$ cat src/rtl/figan_pkg.sv
// Shared types and constants for the weight bank streaming path.
// Fixed-point format is Q(DATA_WIDTH-FRAC_BITS).FRAC_BITS, signed.
package figan_pkg;

  localparam int FRAC_BITS      = 10;
  localparam int DATA_WIDTH_DEF = 16;

  typedef logic signed [DATA_WIDTH_DEF-1:0] word_t;

  typedef enum logic {IDLE, RUN} state_t;

  // Index width that never collapses to zero bits for single-entry ranges.
  function automatic int clog2_min1(input int n);
    return (n > 1) ? $clog2(n) : 1;
  endfunction

endpackage

$ cat src/rtl/weight_bank_regfile.sv
// Weight/bias storage: one write port, one registered read port addressed by (bank, idx).
// Read data updates only when rd_en is high; a same-address write in that cycle is forwarded.
module weight_bank_regfile #(
  parameter int DATA_WIDTH  = 16,
  parameter int NUM_WEIGHTS = 16,
  parameter int NUM_BANKS   = 4,
  parameter int BW          = 2,
  parameter int IW          = 5
) (
  input  logic                         clk,
  input  logic                         rst_n,
  input  logic                         wr_en,
  input  logic [BW-1:0]                wr_bank,
  input  logic [IW-1:0]                wr_addr,
  input  logic signed [DATA_WIDTH-1:0] wr_data,
  input  logic                         rd_en,
  input  logic [BW-1:0]                rd_bank,
  input  logic [IW-1:0]                rd_idx,
  output logic signed [DATA_WIDTH-1:0] rd_data
);

  logic [DATA_WIDTH-1:0] mem [NUM_BANKS][NUM_WEIGHTS+1];

  always_ff @(posedge clk or negedge rst_n) begin
    if (!rst_n) begin
      for (int b = 0; b < NUM_BANKS; b++) begin
        for (int i = 0; i <= NUM_WEIGHTS; i++) begin
          mem[b][i] <= '0;
        end
      end
    end else if (wr_en) begin
      mem[wr_bank][wr_addr] <= wr_data;
    end
  end

  // Forwarding lets a stream started alongside a write to its own bank see the new word.
  always_ff @(posedge clk or negedge rst_n) begin
    if (!rst_n) begin
      rd_data <= '0;
    end else if (rd_en) begin
      if (wr_en && wr_bank == rd_bank && wr_addr == rd_idx) begin
        rd_data <= wr_data;
      end else begin
        rd_data <= mem[rd_bank][rd_idx];
      end
    end
  end

endmodule

$ cat src/rtl/weight_bank_streamer.sv
// Streams one bank (w0..wN-1, then bias) over valid/ready; first beat one cycle after start.
// Stalls hold data/idx/last stable; writes to the bank being streamed are rejected and flagged.
module weight_bank_streamer #(
  parameter int DATA_WIDTH  = figan_pkg::DATA_WIDTH_DEF,
  parameter int NUM_WEIGHTS = 16,
  parameter int NUM_BANKS   = 4,
  localparam int BW         = figan_pkg::clog2_min1(NUM_BANKS),
  localparam int IW         = $clog2(NUM_WEIGHTS + 1)
) (
  input  logic                         clk,
  input  logic                         rst_n,
  input  logic                         wr_en,
  input  logic [BW-1:0]                wr_bank,
  input  logic [IW-1:0]                wr_addr,
  input  logic signed [DATA_WIDTH-1:0] wr_data,
  output logic                         wr_err,
  input  logic                         err_clr,
  input  logic                         start,
  input  logic [BW-1:0]                rd_bank,
  output logic                         busy,
  output logic                         out_valid,
  input  logic                         out_ready,
  output logic signed [DATA_WIDTH-1:0] out_data,
  output logic [IW-1:0]                out_idx,
  output logic                         out_last
);

  import figan_pkg::*;

  localparam logic [IW-1:0] BIAS_IDX = IW'(NUM_WEIGHTS);

  state_t        state, state_nxt;
  logic [BW-1:0] cur_bank, bank_nxt;
  logic [IW-1:0] idx, idx_nxt;
  logic          rd_en;
  logic [BW-1:0] rd_sel_bank;
  logic [IW-1:0] rd_sel_idx;
  logic          start_err, wr_bad, wr_ok, xfer, at_bias;

  assign busy      = (state == RUN);
  assign out_valid = busy;
  assign at_bias   = (idx == BIAS_IDX);
  assign out_last  = busy && at_bias;
  assign out_idx   = idx;
  assign xfer      = out_valid && out_ready;

  assign wr_bad = wr_en && ((int'(wr_bank) >= NUM_BANKS) ||
                            (int'(wr_addr) > NUM_WEIGHTS) ||
                            (busy && wr_bank == cur_bank));
  assign wr_ok  = wr_en && !wr_bad;

  always_comb begin
    state_nxt   = state;
    bank_nxt    = cur_bank;
    idx_nxt     = idx;
    rd_en       = 1'b0;
    rd_sel_bank = cur_bank;
    rd_sel_idx  = idx;
    start_err   = 1'b0;
    case (state)
      IDLE: begin
        if (start) begin
          if (int'(rd_bank) < NUM_BANKS) begin
            state_nxt   = RUN;
            bank_nxt    = rd_bank;
            idx_nxt     = '0;
            rd_en       = 1'b1;
            rd_sel_bank = rd_bank;
            rd_sel_idx  = '0;
          end else begin
            start_err = 1'b1;
          end
        end
      end
      RUN: begin
        if (xfer) begin
          if (at_bias) begin
            state_nxt = IDLE;
            idx_nxt   = '0;
          end else begin
            // Prefetch the next word so valid never drops mid-stream.
            idx_nxt    = idx + 1'b1;
            rd_en      = 1'b1;
            rd_sel_idx = idx + 1'b1;
          end
        end
      end
      default: state_nxt = IDLE;
    endcase
  end

  always_ff @(posedge clk or negedge rst_n) begin
    if (!rst_n) begin
      state    <= IDLE;
      cur_bank <= '0;
      idx      <= '0;
      wr_err   <= 1'b0;
    end else begin
      state    <= state_nxt;
      cur_bank <= bank_nxt;
      idx      <= idx_nxt;
      wr_err   <= (wr_err && !err_clr) || wr_bad || start_err;
    end
  end

  weight_bank_regfile #(
    .DATA_WIDTH  (DATA_WIDTH),
    .NUM_WEIGHTS (NUM_WEIGHTS),
    .NUM_BANKS   (NUM_BANKS),
    .BW          (BW),
    .IW          (IW)
  ) u_regfile (
    .clk     (clk),
    .rst_n   (rst_n),
    .wr_en   (wr_ok),
    .wr_bank (wr_bank),
    .wr_addr (wr_addr),
    .wr_data (wr_data),
    .rd_en   (rd_en),
    .rd_bank (rd_sel_bank),
    .rd_idx  (rd_sel_idx),
    .rd_data (out_data)
  );

endmodule

$ cat config.mk
export PLATFORM = sky130hd
export DESIGN_NAME = weight_bank_streamer
export DESIGN_NICKNAME = d
export VERILOG_FILES = /design/src/rtl/figan_pkg.sv /design/src/rtl/weight_bank_regfile.sv /design/src/rtl/weight_bank_streamer.sv
export SDC_FILE = /design/constraint.sdc
export NUM_CORES = 2
export LEC_CHECK = 0
export BUFFER_PORTS_ARGS = -buffer_cell sky130_fd_sc_hd__buf_4
export CAP_MARGIN = 25
export CELL_PAD_IN_SITES_DETAIL_PLACEMENT = 1
export CELL_PAD_IN_SITES_GLOBAL_PLACEMENT = 2
export CORE_MARGIN = 2
export CORE_UTILIZATION = 40
export CTS_CLUSTER_DIAMETER = 50
export DETAILED_ROUTE_END_ITERATION = 7
export PLACE_DENSITY_LB_ADDON = 0.1
export SLEW_MARGIN = 40
export SYNTH_ARGS = -nofsm -noshare
export SYNTH_HDL_FRONTEND = slang
export SYNTH_SLANG_ARGS = --single-unit
$ cat constraint.sdc
create_clock -name clk -period 3.1 [get_ports clk]
set_input_delay 0.155 -clock clk [delete_from_list [all_inputs] [get_ports clk]]
set_output_delay 0.155 -clock clk [all_outputs]
set_load 0.02 [all_outputs]
==> run summary <==
Status - finished with violations
Failing checks - setup timing
# IOs - 56
Clock sinks - 1113
Worst setup path end - u_regfile.rd_data[7]
DRC - 0
MaxCap Viol Count - 0
Vias in the first global route - 40.35k
Clock root cell - clkbuf_16
Starting Density - 0.4018
Worst Setup SP - out_idx[0]
#FFs+latches synth - 1113
# setup viols final - 16
Row cnt - 133
Yosys warns - 0
Path type of the worst setup path - flip-flop to flip-flop
Nets@finish - 4751
Final setup skew - 0.02379 ns
VDD IR-drop max - 521.5 uV
Worst R2R Setup Slack - -0.20 ns
Fillcell total - 13.31k
H-tree depth - 4
Area leader, netlist - dfrtp_1
Register area - 27850 um2
Largest net degree at the start of global routing - 103
Worst hold path class - primary input to flip-flop
Worst setup margin - -0.2049 ns
Die span in y - 366.7 um
Critical R2R Launch - out_idx[0]
Worst Reg2Reg Path Length in Cells - 17
Vias per cell - 5.688
Syn Nets - 4446
Final Util - 0.5013
CP Capture Type - flip-flop
Die W - 366.7 um
Nature of the critical path startpoint - flip-flop
Die area - 134500 um2
Port Buffers - 55
Distinct cells, synth - 76
Mapped Cells - 4412
Pwr Density - 882.8 nW/um2
Critical-path cell list - inv_2, ha_4, nor3b_4, nand2_2, ha_4, nand2_4, a32oi_4, nor2_4, buf_12, buf_12, buf_12, buf_6, a31oi_1, nand4_1, nand3_2, nand3_2, a21oi_2
Initial antenna violation count - 3
P&R area growth vs syn - 24.75%
Clock Tree Buf Depth - 3
Area contributors post-synth - dfrtp_1 (53%), mux2_2 (23%), nand2_1 (5.7%)
DP Wirelength - 120.2 mm
Routed vias - 37.52k
Final WL - 192.1 mm
Routed wire per std cell - 29.12 um
Placer congestion estimate - 0.8612
DP Worst Slack - -0.5649 ns
Area of the multi-input gates - 24110 um2
Final Max Tran Viols - 0
Fmax - 302.6 MHz
Final Power - 0.05795 W
Hold Vio Cnt, Final - 0
Register area share after synthesis - 0.5293
Worst path bufs/invs - 5
Crit path DAT - 4.01 ns
Critical path's largest stage delay - 0.41 ns
Unrepaired setup endpoints after global routing - true
First-pass GRT wire length - 285.2 mm
Avg Cell Area, Syn - 11.93 um2
CTS clk-pin slew, worst paths - 0.05 ns
DRT iter0 DRCs - 2575
Async SR Flop Fraction - 1.000
Num CTS Buffers - 152
Layout cells sized above 1 - 0.4414
CTS tree - done
Post-layout min period - 3.305 ns
Critical path's top delay family - simple AND/OR/NAND/NOR gates
Fin crit share - 1.066
Pleak - 30.54 nW
Number of flops mapped to enable cells by yosys - 0
Critical path's slowest cell - dfrtp_2
Critical Path RT - 3.80 ns
Slew Limit Headroom - 0.4418
Synth Flop Type - dfrtp_1
CP Max Fanout - 7
Drt first pass iters - 5
Worst-margin pin slew - 0.8373 ns
Yosys top cell area share - 0.5293
Total global routing track utilization - 0.2873
Synth Cell Area - 52620 um2
FF-to-FF End - u_regfile.rd_data[7]
Final ANT Viol Nets - 0
Overflow after GRT - 0
Core Region - 131000 um2
Clock Latency Late Sink - 0.79 ns
CP Depth - 17
CP most frequent cell - buf_12
## synth_stat cells, types with 4 or more instances
library cell  number
o2111ai_1         22
o211ai_1           5
buf_2             67
a211oi_1           5
nand3_1          375
o21ai_0           17
buf_6             43
mux2i_1           92
and3b_1            4
nor2_2            33
nor2_8            19
a22oi_1           11
o22ai_1            9
xnor2_1            4
a32o_1             5
xor2_1             4
mux2_2          1066
nand4_1           82
dfrtp_1         1113
a31oi_1           69
nand2_1          794
nor2_1            27
and2_1             6
mux2_1            24
nand2b_1          11
clkbuf_1         235
nor4b_1            5
a32oi_1           33
inv_1              7
a21oi_1           59
a221oi_1           4
nor2b_1            7
nand3_4           10
buf_1             25
mux4_2            43
buf_4             12
## how the worst min path moves through the flow
stage,to,depth (start not counted),start,slack (ns)
final,u_regfile.rd_data[14],3,wr_data[14],0.04
after global routing,u_regfile.mem[867],2,wr_data[3],0.04
after CTS,u_regfile.mem[559],4,wr_bank[0],0.0003
after detailed placement,u_regfile.mem[927],1,rst_n,0.12
after global placement,u_regfile.mem[927],1,rst_n,0.13
after floorplan,busy,0,rst_n,-0.14
## what timing repair did
action	in CTS	in global routing
setup endpoints to repair	16	17
gates resized for setup	190	90
buffers inserted	52	18
pin swaps	80	59
hold buffers	18	0
endpoints found under the hold margin	875	0
gates cloned	15	0
## cells in the final DEF, fill, tap and decap left out, drive strengths merged, types with 43 or more instances in the layout
cell type / count
clkbuf: 209
mux4: 43
dfrtp: 1113
nand4: 82
a21oi: 60
nand3: 387
a31oi: 69
buf: 515
nor2: 80
mux2i: 92
nand2: 795
mux2: 1090
## per-layer routing
layer,vias up,global-route usage,routed length (um),part of all wire
met1,20252,0.3864,85060,0.44
met4,0,0.09600,6204,0.032
li1,16279,-,-,-
met3,276,0.03750,7232,0.038
met2,714,0.4791,93610,0.49
met5,-,0,0,0
## kinds of logic after synthesis
family | share of synthesized area
and+or+nand+nor | 0.1276
buffers and inverters | 0.03738
AOI/OAI and AO/OA | 0.03460
muxes | 0.2692
DFF | 0.5293
adders and majority gates | 0.0007134
xor gates and xnor gates | 0.001331
## stage by stage
step                      cells  hold WS, ns  cell area [um2]  TNS [ns]
after detailed placement   6227       0.1247            57830    -5.793
final                      6596      0.04364            65650    -1.825
after global placement     6227       0.1310            57770    -5.611
after CTS                  6582    0.0003049            65100    -1.660
after global routing       6590      0.03720            65630    -3.571
after floorplan            4412      -0.1406            52670         0
## where the power goes
group	total (W)	leakage, nW	internal, W	switching [W]
sequential	0.0162	15.3	0.0155	0.000723
clock	0.0180	2.53	0.0110	0.00697
combinational	0.0237	12.7	0.00938	0.0143
## worst min-delay path, delay by kind of cell
family	cells	cell delay [ns]
buffers and inverters	1	0.29
and+or+nand+nor	2	0.26
## cell type report
type                            count  area share
Sequential cell                  1113      0.4243
Multi-Input combinational cell   2904      0.3672
Timing Repair Buffer              535     0.09509
Clock buffer                      209     0.06696
Tap cell                         1755     0.03345
Clock inverter                     63     0.01189
Inverter                           11   0.0008577
Antenna cell                        6   0.0002287
## flip-flops by register name (all words and copies together), names as in the netlist
name,flops
u_regfile.mem,1088
u_regfile.rd_data,16
out_idx,5
wr_err,1
busy,1
cur_bank,2
Note: power is estimated with default switching activity, not from simulation.
